**config.mk**
```make
export PLATFORM = sky130hd
export DESIGN_NAME = key_entry_lock_flat
export DESIGN_NICKNAME = d
export VERILOG_FILES = /design/src/rtl/key_entry_lock_if.sv /design/src/rtl/key_entry_lock.sv /design/src/flat_wrapper.sv
export SDC_FILE = /design/constraint.sdc
export NUM_CORES = 1
export LEC_CHECK = 0
export BUFFER_PORTS_ARGS = -buffer_cell sky130_fd_sc_hd__buf_2
export CORE_MARGIN = 2
export CORE_UTILIZATION = 25
export CTS_BUF_LIST = sky130_fd_sc_hd__clkbuf_8
export DETAILED_ROUTE_END_ITERATION = 6
export REMOVE_ABC_BUFFERS = 1
export SLEW_MARGIN = 10
export SYNTH_ARGS = -nofsm -noshare
export SYNTH_HDL_FRONTEND = slang
export SYNTH_SLANG_ARGS = --single-unit
```
**constraint.sdc**
```tcl
create_clock -name clk -period 2.99 [get_ports clk]
set_input_delay 0.598 -clock clk [delete_from_list [all_inputs] [get_ports clk]]
set_output_delay 0.598 -clock clk [all_outputs]
set_load 0.02 [all_outputs]
```
**src/rtl/key_entry_lock_if.sv**
```systemverilog
// key_entry_lock_if: key strobe input and status outputs of the keypad lock.
//   key_valid  one-cycle strobe marking a new key press
//   key_code   key value (0-9 digits, A-D letters, E='*', F='#')
//   unlocked   high while the lock is open
//   alarm      high while in lockout
//   state      FSM state (ENTRY=0, OPEN=1, SETPW=2, LOCKOUT=3)
//   entry      digit buffer, newest digit in [3:0]
//   digit_cnt  number of digits held
//   fail_cnt   consecutive failed attempts
//   err_pulse  one-cycle pulse on a rejected '#'
//   set_done   one-cycle pulse when a new passcode is stored
interface key_entry_lock_if;
  logic        key_valid;
  logic [3:0]  key_code;
  logic        unlocked;
  logic        alarm;
  logic [1:0]  state;
  logic [15:0] entry;
  logic [2:0]  digit_cnt;
  logic [1:0]  fail_cnt;
  logic        err_pulse;
  logic        set_done;

  // Keypad / host side
  modport master (
    output key_valid, key_code,
    input  unlocked, alarm, state, entry, digit_cnt, fail_cnt, err_pulse, set_done
  );

  // Lock side
  modport slave (
    input  key_valid, key_code,
    output unlocked, alarm, state, entry, digit_cnt, fail_cnt, err_pulse, set_done
  );
endinterface

```
**src/rtl/key_entry_lock.sv**
```systemverilog
// key_entry_lock: keypad passcode lock with unlock hold, passcode change and
// lockout after repeated failures. All outputs are registered.
//   clk    system clock, rising edge
//   reset  synchronous active-low reset
//   bus    key_entry_lock_if.slave (key strobe in, status out)
module key_entry_lock #(
  parameter int unsigned PW_LEN      = 4,
  parameter logic [15:0] DEFAULT_PW  = 16'h1234,
  parameter int unsigned MAX_FAIL    = 3,
  parameter logic [23:0] OPEN_CYCLES = 24'd5_000_000,
  parameter logic [23:0] LOCK_CYCLES = 24'd10_000_000
) (
  input  logic                clk,
  input  logic                reset,
  key_entry_lock_if.slave     bus
);

  localparam int unsigned TIMER_W = 24;
  localparam int unsigned ENTRY_W = 16;
  localparam int unsigned CNT_W   = 3;
  localparam int unsigned FAIL_W  = 2;

  localparam logic [3:0] KEY_A    = 4'hA;
  localparam logic [3:0] KEY_B    = 4'hB;
  localparam logic [3:0] KEY_STAR = 4'hE;
  localparam logic [3:0] KEY_HASH = 4'hF;

  typedef enum logic [1:0] {
    ST_ENTRY   = 2'd0,
    ST_OPEN    = 2'd1,
    ST_SETPW   = 2'd2,
    ST_LOCKOUT = 2'd3
  } state_t;

  state_t               r_state;
  logic [ENTRY_W-1:0]   r_pw;
  logic [ENTRY_W-1:0]   r_entry;
  logic [CNT_W-1:0]     r_digit_cnt;
  logic [FAIL_W-1:0]    r_fail_cnt;
  logic [TIMER_W-1:0]   r_timer;
  logic                 r_err_pulse;
  logic                 r_set_done;
  logic                 r_unlocked;
  logic                 r_alarm;

  state_t               w_state_nxt;
  logic [ENTRY_W-1:0]   w_pw_nxt;
  logic [ENTRY_W-1:0]   w_entry_nxt;
  logic [CNT_W-1:0]     w_digit_cnt_nxt;
  logic [FAIL_W-1:0]    w_fail_cnt_nxt;
  logic [TIMER_W-1:0]   w_timer_nxt;
  logic                 w_err_nxt;
  logic                 w_set_done_nxt;

  logic                 w_is_digit;
  logic                 w_is_star;
  logic                 w_is_hash;
  logic                 w_buf_full;
  logic                 w_expire;
  logic [FAIL_W-1:0]    w_fail_inc;
  logic [ENTRY_W-1:0]   w_entry_shift;

  assign w_is_digit    = (bus.key_code <= 4'd9);
  assign w_is_star     = (bus.key_code == KEY_STAR);
  assign w_is_hash     = (bus.key_code == KEY_HASH);
  assign w_buf_full    = (r_digit_cnt == CNT_W'(PW_LEN));
  // Timer reaching zero this cycle; the state spends exactly N cycles when loaded with N.
  assign w_expire      = (r_timer <= TIMER_W'(1));
  assign w_fail_inc    = r_fail_cnt + FAIL_W'(1);
  assign w_entry_shift = {r_entry[ENTRY_W-5:0], bus.key_code};

  // State and datapath registers
  always_ff @(posedge clk) begin
    if (!reset) begin
      r_state     <= ST_ENTRY;
      r_pw        <= DEFAULT_PW;
      r_entry     <= '0;
      r_digit_cnt <= '0;
      r_fail_cnt  <= '0;
      r_timer     <= '0;
      r_err_pulse <= 1'b0;
      r_set_done  <= 1'b0;
      r_unlocked  <= 1'b0;
      r_alarm     <= 1'b0;
    end else begin
      r_state     <= w_state_nxt;
      r_pw        <= w_pw_nxt;
      r_entry     <= w_entry_nxt;
      r_digit_cnt <= w_digit_cnt_nxt;
      r_fail_cnt  <= w_fail_cnt_nxt;
      r_timer     <= w_timer_nxt;
      r_err_pulse <= w_err_nxt;
      r_set_done  <= w_set_done_nxt;
      r_unlocked  <= (w_state_nxt == ST_OPEN);
      r_alarm     <= (w_state_nxt == ST_LOCKOUT);
    end
  end

  // Next-state and datapath update
  always_comb begin
    w_state_nxt     = r_state;
    w_pw_nxt        = r_pw;
    w_entry_nxt     = r_entry;
    w_digit_cnt_nxt = r_digit_cnt;
    w_fail_cnt_nxt  = r_fail_cnt;
    w_timer_nxt     = r_timer;
    w_err_nxt       = 1'b0;
    w_set_done_nxt  = 1'b0;

    case (r_state)
      ST_ENTRY: begin
        if (bus.key_valid) begin
          if (w_is_digit) begin
            if (!w_buf_full) begin
              w_entry_nxt     = w_entry_shift;
              w_digit_cnt_nxt = r_digit_cnt + CNT_W'(1);
            end
          end else if (w_is_star) begin
            w_entry_nxt     = '0;
            w_digit_cnt_nxt = '0;
          end else if (w_is_hash) begin
            w_entry_nxt     = '0;
            w_digit_cnt_nxt = '0;
            if (w_buf_full && (r_entry == r_pw)) begin
              w_state_nxt    = ST_OPEN;
              w_timer_nxt    = OPEN_CYCLES;
              w_fail_cnt_nxt = '0;
            end else begin
              w_err_nxt      = 1'b1;
              w_fail_cnt_nxt = w_fail_inc;
              if (w_fail_inc == FAIL_W'(MAX_FAIL)) begin
                w_state_nxt = ST_LOCKOUT;
                w_timer_nxt = LOCK_CYCLES;
              end
            end
          end
        end
      end

      ST_OPEN: begin
        // Expiry takes precedence over a key arriving in the same cycle.
        if (w_expire) begin
          w_state_nxt = ST_ENTRY;
          w_timer_nxt = '0;
        end else begin
          w_timer_nxt = r_timer - TIMER_W'(1);
          if (bus.key_valid) begin
            if (w_is_hash || w_is_star) begin
              w_state_nxt = ST_ENTRY;
              w_timer_nxt = '0;
            end else if (bus.key_code == KEY_A) begin
              w_state_nxt     = ST_SETPW;
              w_timer_nxt     = r_timer;
              w_entry_nxt     = '0;
              w_digit_cnt_nxt = '0;
            end
          end
        end
      end

      ST_SETPW: begin
        if (bus.key_valid) begin
          if (w_is_digit) begin
            if (!w_buf_full) begin
              w_entry_nxt     = w_entry_shift;
              w_digit_cnt_nxt = r_digit_cnt + CNT_W'(1);
            end
          end else if (w_is_star) begin
            w_entry_nxt     = '0;
            w_digit_cnt_nxt = '0;
          end else if (w_is_hash) begin
            if (w_buf_full) begin
              w_pw_nxt        = r_entry;
              w_set_done_nxt  = 1'b1;
              w_state_nxt     = ST_ENTRY;
              w_timer_nxt     = '0;
              w_entry_nxt     = '0;
              w_digit_cnt_nxt = '0;
            end else begin
              w_err_nxt = 1'b1;
            end
          end else if (bus.key_code == KEY_B) begin
            w_state_nxt     = ST_ENTRY;
            w_timer_nxt     = '0;
            w_entry_nxt     = '0;
            w_digit_cnt_nxt = '0;
          end
        end
      end

      ST_LOCKOUT: begin
        if (w_expire) begin
          w_state_nxt    = ST_ENTRY;
          w_timer_nxt    = '0;
          w_fail_cnt_nxt = '0;
        end else begin
          w_timer_nxt = r_timer - TIMER_W'(1);
        end
      end

      default: begin
        w_state_nxt = ST_ENTRY;
      end
    endcase
  end

  assign bus.unlocked  = r_unlocked;
  assign bus.alarm     = r_alarm;
  assign bus.state     = r_state;
  assign bus.entry     = r_entry;
  assign bus.digit_cnt = r_digit_cnt;
  assign bus.fail_cnt  = r_fail_cnt;
  assign bus.err_pulse = r_err_pulse;
  assign bus.set_done  = r_set_done;

endmodule

```
**src/flat_wrapper.sv**
```systemverilog
// flat-port wrapper written by rule: the top's interface ports become plain ports
module key_entry_lock_flat 
#(
  parameter int unsigned PW_LEN      = 4,
  parameter logic [15:0] DEFAULT_PW  = 16'h1234,
  parameter int unsigned MAX_FAIL    = 3,
  parameter logic [23:0] OPEN_CYCLES = 24'd5_000_000,
  parameter logic [23:0] LOCK_CYCLES = 24'd10_000_000
)
  (clk, reset, bus_key_valid, bus_key_code, bus_unlocked, bus_alarm, bus_state, bus_entry, bus_digit_cnt, bus_fail_cnt, bus_err_pulse, bus_set_done);
  key_entry_lock_if bus_i ();
  input  logic clk;
  input  logic reset;
  input wire logic [$bits(bus_i.key_valid)-1:0] bus_key_valid;
  input wire logic [$bits(bus_i.key_code)-1:0] bus_key_code;
  output wire logic [$bits(bus_i.unlocked)-1:0] bus_unlocked;
  output wire logic [$bits(bus_i.alarm)-1:0] bus_alarm;
  output wire logic [$bits(bus_i.state)-1:0] bus_state;
  output wire logic [$bits(bus_i.entry)-1:0] bus_entry;
  output wire logic [$bits(bus_i.digit_cnt)-1:0] bus_digit_cnt;
  output wire logic [$bits(bus_i.fail_cnt)-1:0] bus_fail_cnt;
  output wire logic [$bits(bus_i.err_pulse)-1:0] bus_err_pulse;
  output wire logic [$bits(bus_i.set_done)-1:0] bus_set_done;
  assign bus_i.key_valid = bus_key_valid;
  assign bus_i.key_code = bus_key_code;
  assign bus_unlocked = bus_i.unlocked;
  assign bus_alarm = bus_i.alarm;
  assign bus_state = bus_i.state;
  assign bus_entry = bus_i.entry;
  assign bus_digit_cnt = bus_i.digit_cnt;
  assign bus_fail_cnt = bus_i.fail_cnt;
  assign bus_err_pulse = bus_i.err_pulse;
  assign bus_set_done = bus_i.set_done;
  key_entry_lock #(.PW_LEN(PW_LEN), .DEFAULT_PW(DEFAULT_PW), .MAX_FAIL(MAX_FAIL), .OPEN_CYCLES(OPEN_CYCLES), .LOCK_CYCLES(LOCK_CYCLES)) u_core (.clk(clk), .reset(reset), .bus(bus_i));
endmodule
```
==> out/metrics.yaml, run 1 <==
status:
  outcome: "complete, no violations"
floorplanning:
  die_area_sq_mm: 0.0149
  io_pins: 34
  core_area_sq_mm: 0.0138
  die_y_microns: 122
  start_util_pct: 25.4
  dieWidth_microns: 122
  rows: 43
synthesis:
  yosysMostFrequentCell: "dfxtp_1"
  yosysUniqueCellTypes: 57
  yosys.area.top_type: "dfxtp_1"
  ys_seq_area_share_pct: 38.4
  async_reset_ff_share_pct: 0
  synth_warnings: 0
  syn-cell-area_sq_mm: 0.00349
  synthCells: 401
  syn_avg_cell_area_sq_um: 8.71
  yosys_most_used_dff: "dfxtp_1"
  yosys.area.top_type_share_pct: 38.4
  synth_edf_count: 0
  ys_seq_elements: 67
  synthTopCellsByArea: "dfxtp_1 (38%), nor2_1 (5.3%), mux2i_1 (4.6%), o221a_2 (3.9%), xor2_1 (3.8%)"
  synth_commonest_cells: "dfxtp_1 (67), nor2_1 (49), a21oi_1 (26), nand2_1 (22), nor3_1 (22)"
sta:
  fmax_mhz: 368
  skew_ns: 0.0120
  hold_viol_final: 0
  period_minus_slack_ns: 2.72
  finalSetupViolCount: 0
  final_max_slew_viol_count: 0
  rsz0062_at_grt: "no"
  relSlewSlack_pct: 44.6
  worst_slew_pin_slew_ns: 0.830
  fin_setup_tns_ns: 0
  post-route-period-util_pct: 90.9
global_route:
  grt.overflow.total: 0
  track_usage_pct: 13.5
  grt_pass1_wl_microns: 15700
  grt_max_degree: 24
  grt_pass1_vias: 3039
  antenna_found_initial: 0
cts:
  clock-sinks: 67
  cts_buffer_depth: 2
  cts_hold_buf: 0
  clkTransAtPathRegs_ns: 0.08
  cts_tree: "yes"
  cts_made_buffers: 9
  cts_root_buf: "clkbuf_8"
  worstSkewPairLatency_ns: 0.35
  cts_setup_buffers: 0
  cts-resized-gates: 0
  htreeDepth: 3
setup_path:
  cp_top_family: "simple AND/OR/NAND/NOR gates"
  crit_required_ns: 3.26
  critPathMaxStageDelay_ns: 0.58
  path_class: "reg -> reg"
  startpoint_type: "flip-flop"
  endpoint_kind: "flip-flop"
  arrival_ns: 2.99
  crit_chain: "or4_4 -> or3_1 -> o31ai_4 -> a22oi_2 -> or4_1 -> a21oi_1"
  critical_path.slowest_cell: "or4_4"
  path_max_fanout: 10
  crit_buf_inv: 0
route:
  wirelength_microns: 9610
  drc_errors: 0
  vias: 3219
  dr.pass1.iters: 5
  ant_nets: 0
  wl_per_cell_microns: 15.5
  avgViaCountPerCell: 5.18
  dr.first_iter.drc_count: 183
final_layout:
  layout.nets: 449
  fill_cells: 1527
  area.growth.synth_to_final_pct: 17.9
  drive_gt1_share_pct: 20.6
  diodes: 0
pwr:
  vdd_drop_max_mv: 0.244
  total_power_mw: 1.87
  p_switching_uw: 446
  power.share.clock_pct: 46.5
  p_comb_share_pct: 5.1
  p_seq_share_pct: 48.4
  intPower_mw: 1.42
  swShare_pct: 23.9
  power_density_mw_per_mm2: 454
  power_leakage_nw: 1.61
place:
  port-buffer-count: 33
  dp_hpwl_microns: 6620
  gp_congestion: 0.845
flow_run:
  drv_cap: 0
hold_path:
  hold_class: "reg -> reg"
==> final cells by class <==
type                            count  area, sq um  area share (%)
Clock buffer                       10          138            3.34
Clock inverter                      6         88.8            2.16
Inverter                           10         37.5           0.912
Multi-Input combinational cell    299         1980            48.1
Sequential cell                    67         1340            32.6
Tap cell                          180          225            5.47
Timing Repair Buffer               50          305            7.42
==> cells in the final DEF, fill, tap and decap left out, types with 3 or more instances in the layout <==
master    instances
or3_1             3
nor4_1            8
nor2b_1           8
clkbuf_8         10
dfxtp_1          67
o211a_1           6
o311ai_1          3
o21ai_0          10
buf_4            16
or2_2             3
nor2_1           49
nor3_1           21
nand2_1          22
or4_1             4
o221a_2          12
a21oi_1          26
nand4_1           3
buf_2            33
and4_1            3
ha_1              5
a22oi_1          17
mux2i_1          16
nand3_1          10
o31ai_1          10
o211ai_1          7
and2_1            4
inv_1            11
xor2_1           15
==> registers in the layout (all words and copies together) (netlist names), 2 cells and up <==
signal and cells:
u_core.bus.fail_cnt 2, u_core.bus.digit_cnt 3, u_core.r_timer 24, u_core.bus.entry 16, u_core.r_pw 16, u_core.bus.state 2
==> through the flow <==
stage | instances | cell area [sq um] | worst slack [ns] | utilization [%] | hold slack (ns)
CTS | 622 | 4120 | 0.291 | 29.9 | 0.482
global route | 622 | 4120 | 0.170 | 29.9 | 0.514
global placement | 606 | 3890 | 0.367 | 28.2 | 0.466
floorplan | 376 | 3350 | 0.202 | - | 0.444
detailed placement | 606 | 3890 | 0.318 | 28.2 | 0.468
finish | 622 | 4120 | 0.272 | 29.9 | 0.488
==> power groups by stage <==
| stage | registers [mW] | logic [mW] | clock network [mW] |
|---|---|---|---|
| floorplan | 0.932 | 0.0412 | 0 |
| global placement | 0.926 | 0.0936 | 0 |
| detailed placement | 0.926 | 0.0951 | 0 |
| CTS | 0.905 | 0.0955 | 0.888 |
| global route | 0.907 | 0.104 | 0.931 |
| finish | 0.905 | 0.0948 | 0.869 |
==> metal layers <==
metal | vias to the layer above | track usage [%] | wire [microns]
li1 | 1567 | - | -
met1 | 1549 | 17.4 | 4410
met2 | 88 | 21.5 | 4560
met3 | 15 | 4.40 | 518
met4 | 0 | 4.38 | 124
met5 | - | 0 | 0
==> path summary, 6_finish.rpt <==
check / to / depth (start not counted) / from / slack [ns]
worst max-delay path: u_core.r_timer[1]$_SDFFE_PN0P_ / 6 / u_core.r_timer[8]$_SDFFE_PN0P_ / 0.27
worst max register to register: u_core.r_timer[1]$_SDFFE_PN0P_ / 6 / u_core.r_timer[8]$_SDFFE_PN0P_ / 0.27
worst min-delay path: u_core.r_timer[11]$_SDFFE_PN0P_ / 2 / u_core.r_timer[11]$_SDFFE_PN0P_ / 0.49
worst min register to register: u_core.r_timer[11]$_SDFFE_PN0P_ / 2 / u_core.r_timer[11]$_SDFFE_PN0P_ / 0.49
==> cells by family after synthesis <==
kind of cell	share of synthesized area [%]
simple gates	21.4
compound gates	24.8
flops	38.4
buf+inv	5.02
xor+xnor	4.01
mux	4.59
fa+ha+maj	1.79
==> tightest hold or removal path: stages (launching register included) <==
cell and delay (ns):
dfxtp_1 0.32, o31ai_1 0.06, a21oi_1 0.06
(Power assumes the default switching activity.)
==> inputs of run 2 (changes only) <==
--- a/config.mk
+++ b/config.mk
@@ -5,6 +5,7 @@
 export SDC_FILE = /design/constraint.sdc
 export NUM_CORES = 1
 export LEC_CHECK = 0
+export ABC_AREA = 1
 export BUFFER_PORTS_ARGS = -buffer_cell sky130_fd_sc_hd__buf_2
 export CORE_MARGIN = 2
 export CORE_UTILIZATION = 25
==> run 2 against run 1 <==
Effect of this change:
- sequential share of layout area fell by 4.1 points
- core utilization decreased by 0.46 points
- largest power group unchanged
- global-route usage is 0.11 points lower
- synthesized cell count grew 69%
- critical path depth rose by 4
==> out/metrics.yaml, run 2 <==
setup_path:
  cp_common_cell: "nand2_1"
  critPathMaxStageDelay_ns: 0.47
  crit_required_ns: 3.25
  critical_path.slowest_cell: "nand2_1"
  path_max_fanout: 21
  r2r_end: "u_core.bus.entry[2]$_SDFFE_PN0P_"
  arrival_ns: 2.64
  endpoint_kind: "flip-flop"
  r2r-start: "u_core.r_timer[0]$_SDFFE_PN0P_"
  path_class: "reg -> reg"
  worstRegToRegCells: 10
  crit_chain: "inv_1 -> ha_1 -> o21ai_0 -> nor2_1 -> nand3_1 -> nand2_1 -> nand2_1 -> nand2_1 -> o21ai_0 -> nor2_1"
  startpoint_type: "flip-flop"
  reg2reg_slack_ns: 0.61
synthesis:
  yosysUniqueCellTypes: 32
  synth_fa_ha_area_share_pct: 1.52
  muxShareOfSynthArea_pct: 0
  yosys_most_used_dff: "dfxtp_1"
  yosys.area.top_type: "dfxtp_1"
  async_reset_ff_share_pct: 0
  synth_warnings: 0
  yosys.area.top_type_share_pct: 32.6
  synth_edf_count: 0
  synth_top_family_by_area: "simple AND/OR/NAND/NOR gates"
  syn-cell-area_sq_mm: 0.00412
  synthXorXnorAreaFrac_pct: 3.40
  synth-compound-area-share_pct: 11.7
  yosys.area_share.simple_pct: 40.5
  ys_seq_area_share_pct: 32.6
  synthTopCellsByArea: "dfxtp_1 (33%), nand2_1 (17%), nor2_1 (11%), inv_1 (7.6%), a21oi_1 (6.2%)"
  yosysMostFrequentCell: "nand2_1"
  syn_avg_cell_area_sq_um: 6.07
  synthCells: 679
  synth_commonest_cells: "nand2_1 (191), nor2_1 (118), inv_1 (83), dfxtp_1 (67), a21oi_1 (51)"
  ys_seq_elements: 67
flow_run:
  drv_cap: 0
route:
  dr.first_iter.drc_count: 229
  ant_nets: 0
  wl_per_cell_microns: 12.1
  avgViaCountPerCell: 4.50
  vias: 4177
  dr.pass1.iters: 5
  drc_errors: 0
  wirelength_microns: 11300
sta:
  rsz0062_at_grt: "no"
  fin_ws_ns: 0.612
  fmax_mhz: 421
  hold_viol_final: 0
  final_max_slew_viol_count: 0
  finalSetupViolCount: 0
  worst_slew_pin_slew_ns: 0.824
  period_minus_slack_ns: 2.38
  skew_ns: 0.00877
  fin_setup_tns_ns: 0
  post-route-period-util_pct: 79.5
  relSlewSlack_pct: 45.0
pwr:
  power_leakage_nw: 2.27
  power_density_mw_per_mm2: 397
  vdd_drop_max_mv: 0.261
hold_path:
  hold_path_startpoint: "u_core.r_timer[1]$_SDFFE_PN0P_"
  hold_class: "reg -> reg"
  holdPathEnd: "u_core.r_timer[1]$_SDFFE_PN0P_"
  holdPathStages: 2
place:
  gp_congestion: 0.907
  port-buffer-count: 33
  place_ws_ns: 0.328
  dp_hpwl_microns: 8090
final_layout:
  fill_cells: 1838
  layout.nets: 720
  area.growth.synth_to_final_pct: 14.3
  drive_gt1_share_pct: 10.1
  final_common_cell: "nand2_1"
  final_cell_mix: "nand2_1 (191), nor2_1 (118), inv_1 (83), dfxtp_1 (67), a21oi_1 (51)"
  largest_register: "u_core.r_timer"
  diodes: 0
  largest_reg_flops: 24
floorplanning:
  core_area_sq_mm: 0.0160
  rows: 46
  die_y_microns: 132
  io_pins: 34
  dieWidth_microns: 132
  die_area_sq_mm: 0.0175
  start_util_pct: 25.8
global_route:
  grt_max_degree: 44
  antenna_found_initial: 0
  grt.overflow.total: 0
  grt_pass1_vias: 3841
  grt_pass1_wl_microns: 19100
  track_usage_pct: 13.4
cts:
  cts-resized-gates: 0
  cts_buffer_depth: 2
  cts_hold_buf: 0
  cts_setup_buffers: 0
  cts_root_buf: "clkbuf_8"
  worstSkewPairLatency_ns: 0.37
  cts_made_buffers: 9
  clkTransAtPathRegs_ns: 0.08
  cts_tree: "yes"
  htreeDepth: 3
  clock-sinks: 67
status:
  outcome: "complete, no violations"
-- run 2: cell count changes after synthesis, moves of 17 or more --
cell,change
nand4_1,+22
inv_1,+73
nor2_1,+69
nand3_1,+29
a22oi_1,-17
a21oi_1,+25
nand2_1,+169
o21ai_0,+20
-- run 2: area by class of cell --
class	instances	area, sq um	share of cell area, %
Clock inverter	6	63.8	1.36
Timing Repair Buffer	41	225	4.78
Inverter	85	319	6.78
Tap cell	216	270	5.74
Sequential cell	67	1340	28.5
Clock buffer	10	138	2.92
Multi-Input combinational cell	504	2350	49.9
-- run 2: logic make-up after synthesis --
| logic type | after synthesis |
|---|---|
| AND/OR/NAND/NOR | 395 |
| buffers and inverters | 108 |
| AO/OA/AOI/OAI | 88 |
| flip-flops | 67 |
| XOR/XNOR | 16 |
| adder cells (fa/ha/maj) | 5 |
-- run 2: worst max-delay path: cells and delay by family (launching register included) --
family / cells / cell delay [ns]
AND/OR/NAND/NOR: 6 / 0.90
AO/OA/AOI/OAI: 2 / 0.63
flip-flops: 1 / 0.36
adder cells (fa/ha/maj): 1 / 0.30
buffers and inverters: 1 / 0.08
-- run 2: stage by stage --
stage / cells / util (%) / power, mW / hold slack [ns] / cell area (sq um)
3_3_place_gp: 913 / 28.2 / 1.09 / 0.472 / 4510
4_1_cts: 929 / 29.4 / 1.90 / 0.497 / 4710
5_1_grt: 929 / 29.4 / 1.95 / 0.519 / 4710
3_5_place_dp: 913 / 28.2 / 1.10 / 0.484 / 4510
2_1_floorplan: 656 / - / 1.03 / 0.452 / 4010
6_report: 929 / 29.4 / 1.87 / 0.497 / 4710
-- run 2: worst max path at each step --
stage          slack (ns)                      startpoint  cells after the start                          endpoint
2_1_floorplan        0.76                 bus_key_code[3]                     10  u_core.bus.entry[2]$_SDFFE_PN0P_
3_3_place_gp         0.39                 bus_key_code[3]                     10  u_core.bus.entry[2]$_SDFFE_PN0P_
3_5_place_dp         0.33                 bus_key_code[3]                     10  u_core.bus.entry[2]$_SDFFE_PN0P_
4_1_cts              0.64  u_core.bus.state[1]$_SDFF_PN0_                      9  u_core.bus.entry[2]$_SDFFE_PN0P_
5_1_grt              0.24  u_core.r_timer[0]$_SDFFE_PN0P_                     10  u_core.bus.entry[2]$_SDFFE_PN0P_
6_report             0.61  u_core.r_timer[0]$_SDFFE_PN0P_                     10  u_core.bus.entry[2]$_SDFFE_PN0P_
-- run 2: report_power, final --
part	switching, mW	total, mW	internal, mW
Combinational	0.116	0.163	0.0475
Sequential	0.0122	0.913	0.901
Clock	0.387	0.794	0.407
Total	0.515	1.87	1.36
-- run 2: metal layers --
layer  part of all wire, %  global-route usage, %  routed length (microns)
met5                     0                      0                        0
met4                   2.1                   4.90                      237
met3                   3.7                   3.08                      418
met2                    47                   21.4                     5250
met1                    48                   17.8                     5370
==> inputs of run 3 (changes only) <==
==> constraint.sdc (replaced) <==
create_clock -name clk -period 2.3 [get_ports clk]
set_input_delay 0.46 -clock clk [delete_from_list [all_inputs] [get_ports clk]]
set_output_delay 0.46 -clock clk [all_outputs]
set_load 0.02 [all_outputs]
==> run 3 against run 2 <==
Effect of this change:
- design area increased by 1.8%
- sequential power increased by 30%
- count of clock-buffer cells in the layout unchanged
- global-route usage decreased by 0.43 points
- sequential share of layout area decreased by 0.49 points
- worst hold slack got worse by 0.086 ns
- core utilization increased by 0.52 points
- combinational power increased by 34%
- register-to-register slack got worse by 0.30 ns
- critical path depth unchanged
- largest cell class unchanged
==> out/metrics.yaml, run 3 (synthesis gave the netlist of run 2 again) <==
status:
  outcome: "complete, no violations"
global_route:
  grt_pass1_vias: 3877
  grt_max_degree: 44
  track_usage_pct: 13.0
  antenna_found_initial: 0
  grt_pass1_wl_microns: 18600
  grt.overflow.total: 0
floorplanning:
  rows: 46
  die_area_sq_mm: 0.0175
  start_util_pct: 25.8
  dieWidth_microns: 132
  die_y_microns: 132
  io_pins: 34
  core_area_sq_mm: 0.0160
cts:
  clock-sinks: 67
  worstSkewPairLatency_ns: 0.38
  cts_buffer_depth: 2
  cts_root_buf: "clkbuf_8"
  cts_tree: "yes"
  cts_made_buffers: 9
  htreeDepth: 3
  cts_setup_buffers: 0
  clkTransAtPathRegs_ns: 0.08
setup_path:
  worstRegToRegCells: 10
  critical_path.slowest_cell: "dfxtp_1"
  r2r-start: "u_core.r_timer[0]$_SDFFE_PN0P_"
  startpoint_type: "flip-flop"
  crit_buf_inv: 2
  crit_chain: "inv_1 -> ha_2 -> nand2_1 -> a21oi_1 -> nand3_1 -> a21oi_4 -> buf_4 -> nand2_1 -> o21ai_0 -> nor2_1"
  cp_top_family: "compound AO/OA/AOI/OAI gates"
  cp_common_cell: "nand2_1"
  path_max_fanout: 27
  endpoint_kind: "flip-flop"
  path_class: "reg -> reg"
  r2r_end: "u_core.r_timer[15]$_SDFFE_PN0P_"
  critPathMaxStageDelay_ns: 0.33
  crit_required_ns: 2.57
  arrival_ns: 2.27
  reg2reg_slack_ns: 0.31
final_layout:
  largest_reg_flops: 24
  finish.utilization_pct: 29.9
  drive_gt1_share_pct: 11.1
  final_common_cell: "nand2_1"
  diodes: 0
  largest_register: "u_core.r_timer"
  layout.nets: 725
  area.growth.synth_to_final_pct: 16.3
  final_cell_mix: "nand2_1 (190), nor2_1 (117), inv_1 (83), dfxtp_1 (67), a21oi_1 (51)"
route:
  wl_per_cell_microns: 11.8
  dr.pass1.iters: 4
  dr.first_iter.drc_count: 253
  ant_nets: 0
  avgViaCountPerCell: 4.43
  vias: 4141
  drc_errors: 0
  wirelength_microns: 11100
sta:
  post-route-period-util_pct: 86.6
  relSlewSlack_pct: 67.3
  hold_viol_final: 0
  period_minus_slack_ns: 1.99
  skew_ns: 0.00905
  fmax_mhz: 502
  fin_setup_tns_ns: 0
  worst_slew_pin_slew_ns: 0.490
  rsz0062_at_grt: "no"
  finalSetupViolCount: 0
  final_max_slew_viol_count: 0
pwr:
  total_power_mw: 2.54
  power_leakage_nw: 2.31
  power_density_mw_per_mm2: 530
  vdd_drop_max_mv: 0.299
hold_path:
  hold_path_startpoint: "bus_key_code[0]"
  hold_class: "in -> reg"
  holdPathEnd: "u_core.bus.entry[0]$_SDFFE_PN0P_"
  holdPathStages: 3
flow_run:
  drv_cap: 0
place:
  port-buffer-count: 33
  dp_hpwl_microns: 8050
  gp_congestion: 0.875
run 3: power breakdown:
group / leakage [nW] / internal, mW / switching (mW)
clock: 0.108 / 0.639 / 0.495
sequential: 0.541 / 1.17 / 0.0153
combinational: 1.66 / 0.0673 / 0.152
run 3: timing repair:
action,4_1_cts,5_1_grt
hold endpoints to repair,0,0
endpoints found under the setup margin,0,8
gates resized for setup,0,3
hold buffers,0,0
run 3: cell type report:
cell class / count / area [sq um]
clock inverter: 6 / 88.8
clock buffer: 10 / 138
inverter: 85 / 319
multi-input combinational: 504 / 2360
sequential: 67 / 1340
timing repair buffer: 46 / 275
tap: 216 / 270
fill: 1826 / 11200
run 3: worst max-delay path by stage:
stage	cells past startpoint	to	slack (ns)	startpoint
detailed placement	10	u_core.r_timer[12]$_SDFFE_PN0P_	0.22	u_core.r_timer[0]$_SDFFE_PN0P_
floorplan	10	u_core.bus.entry[1]$_SDFFE_PN0P_	0.18	u_core.bus.digit_cnt[0]$_SDFFE_PN0P_
CTS	10	u_core.r_timer[15]$_SDFFE_PN0P_	0.22	u_core.r_timer[0]$_SDFFE_PN0P_
global route	11	u_core.r_timer[15]$_SDFFE_PN0P_	0.005	u_core.bus.digit_cnt[0]$_SDFFE_PN0P_
finish	10	u_core.r_timer[15]$_SDFFE_PN0P_	0.31	u_core.r_timer[0]$_SDFFE_PN0P_
global placement	12	u_core.r_timer[23]$_SDFFE_PN0P_	0.27	u_core.r_timer[0]$_SDFFE_PN0P_
run 3: stage by stage:
| step | instances | hold slack (ns) | instance area, sq um | setup slack, ns |
|---|---|---|---|---|
| floorplan | 656 | 0.452 | 4010 | 0.175 |
| global placement | 918 | 0.474 | 4560 | 0.273 |
| detailed placement | 918 | 0.479 | 4560 | 0.216 |
| CTS | 934 | 0.401 | 4780 | 0.225 |
| global route | 934 | 0.422 | 4790 | 0.00453 |
| finish | 934 | 0.411 | 4790 | 0.307 |
run 3: worst min-delay path: stages:
cell and delay, ns:
buf_2 0.13, nand4_1 0.09, a21oi_1 0.06
run 3: per-layer routing:
layer  GRT usage, %  part of all wire (%)
met5              0                     0
met4           4.96                   1.7
met3           2.46                   3.4
met1           16.6                    49
met2           21.7                    46
